## src/rtl/cpu_pkg.sv

```systemverilog
// cpu_pkg
// Definitions shared by the CPU and the memory beside it.
//   DEFAULT_ADDR_WIDTH : default word-address width (depth = 2^width)
//   DEFAULT_DATA_WIDTH : default word width in bits
//   PC_RESET           : CPU reset PC. The memory reuses it as the first
//                        writable address, so the words below the first
//                        fetch can be made read-only.
//   mem_state_t        : memory FSM encoding. The state bit doubles as the
//                        memory's ready output.
package cpu_pkg;

  localparam int DEFAULT_ADDR_WIDTH = 6;
  localparam int DEFAULT_DATA_WIDTH = 16;
  localparam int PC_RESET           = 8;

  typedef enum logic {
    MEM_INIT  = 1'b0,
    MEM_READY = 1'b1
  } mem_state_t;

endpackage

```

## src/rtl/memory_mem_array.sv

```systemverilog
// mem_array
// Plain single-port 1R1W synchronous storage. The read data is registered,
// and a write takes priority over the read of the same word (write-first).
// Ports:
//   clk   : clock, all updates on the rising edge
//   we    : write enable
//   addr  : word address, shared by read and write
//   wdata : write data
//   rdata : registered read data, valid the cycle after addr is presented
module mem_array #(
  parameter int ADDR_WIDTH = 6,
  parameter int DATA_WIDTH = 16
) (
  input  logic                  clk,
  input  logic                  we,
  input  logic [ADDR_WIDTH-1:0] addr,
  input  logic [DATA_WIDTH-1:0] wdata,
  output logic [DATA_WIDTH-1:0] rdata
);

  localparam int DEPTH = 1 << ADDR_WIDTH;

  logic [DATA_WIDTH-1:0] mem [DEPTH];

  // The storage has no reset. The owner clears it through the write port.
  // A write forwards its own data to rdata, so a colliding read returns
  // the new word.
  always_ff @(posedge clk) begin
    if (we) begin
      mem[addr] <= wdata;
      rdata     <= wdata;
    end else begin
      rdata <= mem[addr];
    end
  end

endmodule

```

## src/rtl/memory.sv

```systemverilog
// memory
// Single-port data/program memory beside the CPU. After reset, a clear
// sweep writes zero to every word, one word per cycle. After the sweep, the
// memory serves one CPU access per cycle and registers the read data.
// Ports:
//   clk   : clock, all updates on the rising edge
//   rst_n : synchronous reset. It is active-high despite its name.
//   we    : write enable (CPU mem_we)
//   addr  : word address (CPU mem_addr)
//   data  : write data (CPU mem_data)
//   out   : registered read data (CPU mem_in)
//   ready : high once the sweep is done. CPU accesses are honoured only then.
//   fault : sticky flag for a write to a protected address. This port is
//           present only when MEMORY_PROTECT_EN is defined.
// Configuration:
//   MEMORY_PROTECT_EN : when defined, writes to addresses below PROT_LIMIT
//                       are suppressed and set fault.
module memory
  import cpu_pkg::*;
#(
  parameter int ADDR_WIDTH = DEFAULT_ADDR_WIDTH,
  parameter int DATA_WIDTH = DEFAULT_DATA_WIDTH,
  parameter int PROT_LIMIT = PC_RESET
) (
  input  logic                  clk,
  input  logic                  rst_n,
  input  logic                  we,
  input  logic [ADDR_WIDTH-1:0] addr,
  input  logic [DATA_WIDTH-1:0] data,
  output logic [DATA_WIDTH-1:0] out,
  output logic                  ready
`ifdef MEMORY_PROTECT_EN
  ,
  output logic                  fault
`endif
);

`ifdef MEMORY_PROTECT_EN
  localparam bit PROT_ON = 1'b1;
`else
  localparam bit PROT_ON = 1'b0;
`endif

  localparam logic [ADDR_WIDTH-1:0] PROT_ADDR = ADDR_WIDTH'(PROT_LIMIT);

  mem_state_t            state;
  logic [ADDR_WIDTH-1:0] cnt;
  logic                  blocked;
  logic                  arr_we;
  logic [ADDR_WIDTH-1:0] arr_addr;
  logic [DATA_WIDTH-1:0] arr_wdata;

  // A CPU write into the protected low region is dropped. Without
  // protection, this term is a constant zero.
  assign blocked = PROT_ON && (addr < PROT_ADDR);

  // The state bit is ready itself, so ready is a registered output with
  // no decode.
  assign ready = (state == MEM_READY);

  // The array port is owned by the sweep during reset and INIT. The
  // sweep always writes zero, so write-first forwarding keeps out at zero
  // for the whole sweep. The reset edge itself also loads out with zero.
  // Any CPU write in that window is discarded.
  always_comb begin
    arr_we    = 1'b1;
    arr_addr  = cnt;
    arr_wdata = '0;
    if (rst_n) begin
      arr_addr = '0;
    end else if (state == MEM_READY) begin
      arr_we    = we && !blocked;
      arr_addr  = addr;
      arr_wdata = data;
    end
  end

  // Two-state FSM. The sweep ends on the all-ones count, which clears the
  // last word on the same edge that raises ready. After that, the memory
  // stays in READY until the next reset.
  always_ff @(posedge clk) begin
    if (rst_n) begin
      state <= MEM_INIT;
      cnt   <= '0;
`ifdef MEMORY_PROTECT_EN
      fault <= 1'b0;
`endif
    end else begin
      case (state)
        MEM_INIT: begin
          cnt <= cnt + 1'b1;
          if (cnt == '1) begin
            state <= MEM_READY;
          end
        end
        MEM_READY: begin
`ifdef MEMORY_PROTECT_EN
          if (we && blocked) begin
            fault <= 1'b1;
          end
`endif
        end
        default: state <= MEM_INIT;
      endcase
    end
  end

  mem_array #(
    .ADDR_WIDTH(ADDR_WIDTH),
    .DATA_WIDTH(DATA_WIDTH)
  ) u_array (
    .clk  (clk),
    .we   (arr_we),
    .addr (arr_addr),
    .wdata(arr_wdata),
    .rdata(out)
  );

endmodule

```

## config.mk

```make
export PLATFORM = sky130hd
export DESIGN_NAME = memory
export DESIGN_NICKNAME = d
export VERILOG_FILES = /design/src/rtl/cpu_pkg.sv /design/src/rtl/memory_mem_array.sv /design/src/rtl/memory.sv
export SDC_FILE = /design/constraint.sdc
export NUM_CORES = 1
export LEC_CHECK = 0
export CAP_MARGIN = 20
export CORE_MARGIN = 2
export CORE_UTILIZATION = 35
export CTS_BUF_LIST = sky130_fd_sc_hd__clkbuf_4
export CTS_CLUSTER_DIAMETER = 120
export DETAILED_ROUTE_END_ITERATION = 7
export SYNTH_ARGS = -nofsm -noshare
export SYNTH_HDL_FRONTEND = slang
export SYNTH_SLANG_ARGS = --single-unit
```

## constraint.sdc

```tcl
create_clock -name clk -period 3.3 [get_ports clk]
set_clock_uncertainty 0.2 [all_clocks]
set_input_delay 0.33 -clock clk [delete_from_list [all_inputs] [get_ports clk]]
set_output_delay 0.33 -clock clk [all_outputs]
set_load 0.05 [all_outputs]
```

==> results.md <==
- Status: complete, but fails checks
- Failing checks: negative setup slack
- Place WS: between 90 and 100 ps
- Mean post-synth cell area: roughly 22 sq um
- Core area: between 100000 and 150000 sq um
- Overflow after GRT: 0
- Commonest non-fill, non-tap cell in the layout: edfxtp_1
- Slew @ Worst Pin: about 890 ps
- Worst skew pair latency: roughly 1100 ps
- Gr busiest metal: met2
- Mapped Cells: approximately 1800
- Peak VDD IR: 279 uV
- Worst Path Arrival: 3350 ps
- Final Critical Period: 3880 ps
- P&R area growth vs syn: 24.7%
- H-tree Lvls: 5
- Slew Viols, Final: 0
- Syn_nets: roughly 1900
- R2R cell count: 6
- Grt met3 use: under 10%
- Worst Min Path Start: addr[2]
- Share of cells above drive strength 1: between 40% and 50%
- Vias: 21300
- Final WL: 104 mm
- Largest net degree at the start of global routing: 65
- Internal Power: 0.0207 W
- Hold violation total from the final report: 0
- Cell area after synthesis: 40000 sq um
- CP Launch Type: flop
- Main synth FF type: edfxtp_1
- DIE WIDTH: 342 um
- Post-detail-place hpwl: between 50 and 60 mm
- Post-synth EDFFs: 1024
- Clk slew on worst S/H paths: roughly 60 ps
- Period utilization: 118%
- Critical Path RT: 2770 ps
- Initial DRT Pass Iterations: 5
- DR WL/cell: 25.8 um
- Most frequent cells in the layout: edfxtp_1, clkbuf_4, mux4_2, buf_4, buf_12
- WHS Path Cells: 4
- Power per Cell Area: approximately 530 nW/um^2
- Sw Ratio: around 22%
- Crit-path max FO: 12
- CTS root buffer: clkbuf_4
- Gr usage total: 17.7%
- Reg2reg start: ready$_SDFF_PP0_
- CTS Buffer Depth: 4
- Sequential share of power: ~54%
- Maximum capacitance violations: 0
- Max_slew headroom: 40.8%
- Routability cong.: 0.838
- Die height: 342 um
- 1st-iter DRT viols: between 2000 and 2500
- R2R Setup Slk: approximately 20 ps
- Antenna violations before repair: 4
- Initial Util: a little over a third
- Comb power frac: slightly below 6%
- Ys async rst share: 0%
- Power share of the clock group: between 30 and 40%
- HP Class: in -> reg
- Unrepaired setup endpoints after global routing: yes
- GRT met1 Usage: a little under a quarter
- DRC viols: 0
- Critical Path End Type: output pin
- Placed cells: approximately 3500
- Number of global-route vias before repair: 22200
- I/O pin total: 42
- FF-to-FF End: u_array.mem[16][1]$_DFFE_PP_
- Die Area: around 120000 sq um
- P_sw: about 0.0057 W
- Sequential area share after synthesis: 77.6%
- Yosys reg bits: 1037
- Final ANT Viol Nets: 0
- Met2 Use GR: 28.5%
- Buffers on Ports: 41
- Setup ws final: -579 ps
- WS Path Type: reg -> out
- Pleak: around 17 nW
- CTS tree: yes
- Sink Count: a little over 1000
- Num CTS Buffers: roughly 280
- Total chip power: roughly 0.026 W
- Fin nets: around 2400
- Synth cell types: 45
- Vias per cell: around 5.3
- YS warnings: 0
- Final setup fails: 16
- Fmax: ~260 MHz
- Std cell rows: about 120
- First-pass GRT wire length: roughly 150 mm
- Layout Cells excl Fill: ~4000
-- critical path, cell delays in order, from the launching register on --
cell and delay [ps]:
dfxtp_4 410, buf_4 200, buf_16 180, or3b_4 450, o22ai_1 160, a211o_1 240
a21oi_2 90, nor3_4 340, buf_12 180
-- state kept, by name, summed over array words and instances, names as in the netlist, named ones only --
| signal | cells |
|---|---|
| ready | 1 |
| u_array.mem | 1024 |
| cnt | 6 |
-- cells by family after synthesis --
family,share of synthesized area (%)
muxes,15.7
DFF,77.6
adders and majority gates,0.0313
and+or+nand+nor,2.95
xor gates and xnor gates,0.0877
AOI/OAI and AO/OA,2.27
buffers and inverters,1.39
-- synthesized netlist by cell type, types with 13 or more instances --
library cell	instances	share of area, %
a211oi_1	14	0.26
a21oi_1	17	0.21
a221oi_1	16	0.35
a22oi_1	39	0.73
and2_1	19	0.30
buf_2	39	0.49
buf_4	19	0.36
clkbuf_1	27	0.25
dfxtp_1	13	0.65
edfxtp_1	1024	77
mux2_2	21	0.59
mux2i_1	54	1.4
mux4_2	236	13
nand2_1	48	0.45
nand3_1	29	0.36
nor2_1	93	0.87
nor2b_1	14	0.22
nor3_1	13	0.16
o21ai_0	13	0.16
-- per-stage QoR --
stage	utilization [%]	hold WS [ps]	area, sq um	setup TNS (ps)
2_1_floorplan	-	266	40000	0
3_3_place_gp	39.2	288	44300	0
3_5_place_dp	39.3	317	44300	0
4_1_cts	43.7	99.1	49400	-10390
5_1_grt	44.1	79.9	49800	-10280
6_report	44.1	124	49800	-8480
-- layout make-up --
type / instances / area, sq um
Antenna cell: 7 / 17.5
Clock buffer: 399 / 3000
Clock inverter: 53 / 234
Fill cell: 9687 / 63100
Inverter: 1 / 3.75
Multi-Input combinational cell: 702 / 9200
Sequential cell: 1037 / 31000
Tap cell: 1500 / 1880
Timing Repair Buffer: 325 / 4480
-- per-layer routing --
| metal | vias up | routed length [um] |
|---|---|---|
| met2 | 926 | 50600 |
| li1 | 8934 | - |
| met1 | 11200 | 42400 |
| met4 | 0 | 2710 |
| met5 | - | 0 |
| met3 | 189 | 7900 |
-- power by group through the flow --
stage	logic (W)	registers [W]	clock network, W
6_report	0.00157	0.0143	0.0105
2_1_floorplan	0.000719	0.0146	0
3_5_place_dp	0.00122	0.0146	0
4_1_cts	0.00151	0.0143	0.0108
3_3_place_gp	0.00121	0.0146	0
5_1_grt	0.00163	0.0143	0.0115
-- what timing repair did --
| item | in CTS | in global routing |
|---|---|---|
| endpoints found under the setup margin | 17 | 19 |
| endpoints found under the hold margin | 470 | 0 |
| hold buffers | 18 | 0 |
| buffers inserted | 46 | 21 |
| resized for setup | 199 | 56 |
| cloned | 16 | 4 |
| pin swaps | 56 | 23 |
-- how the worst max path moves through the flow --
stage | startpoint | to | slack (ps) | depth (start not counted)
floorplan | flop | out[10] | 190 | 8
global placement | flop | out[3] | 110 | 9
detailed placement | flop | out[3] | 90 | 9
CTS | flop | out[2] | -680 | 11
global route | flop | out[1] | -680 | 10
finish | flop | out[5] | -580 | 8
(Power assumes the default switching activity.)
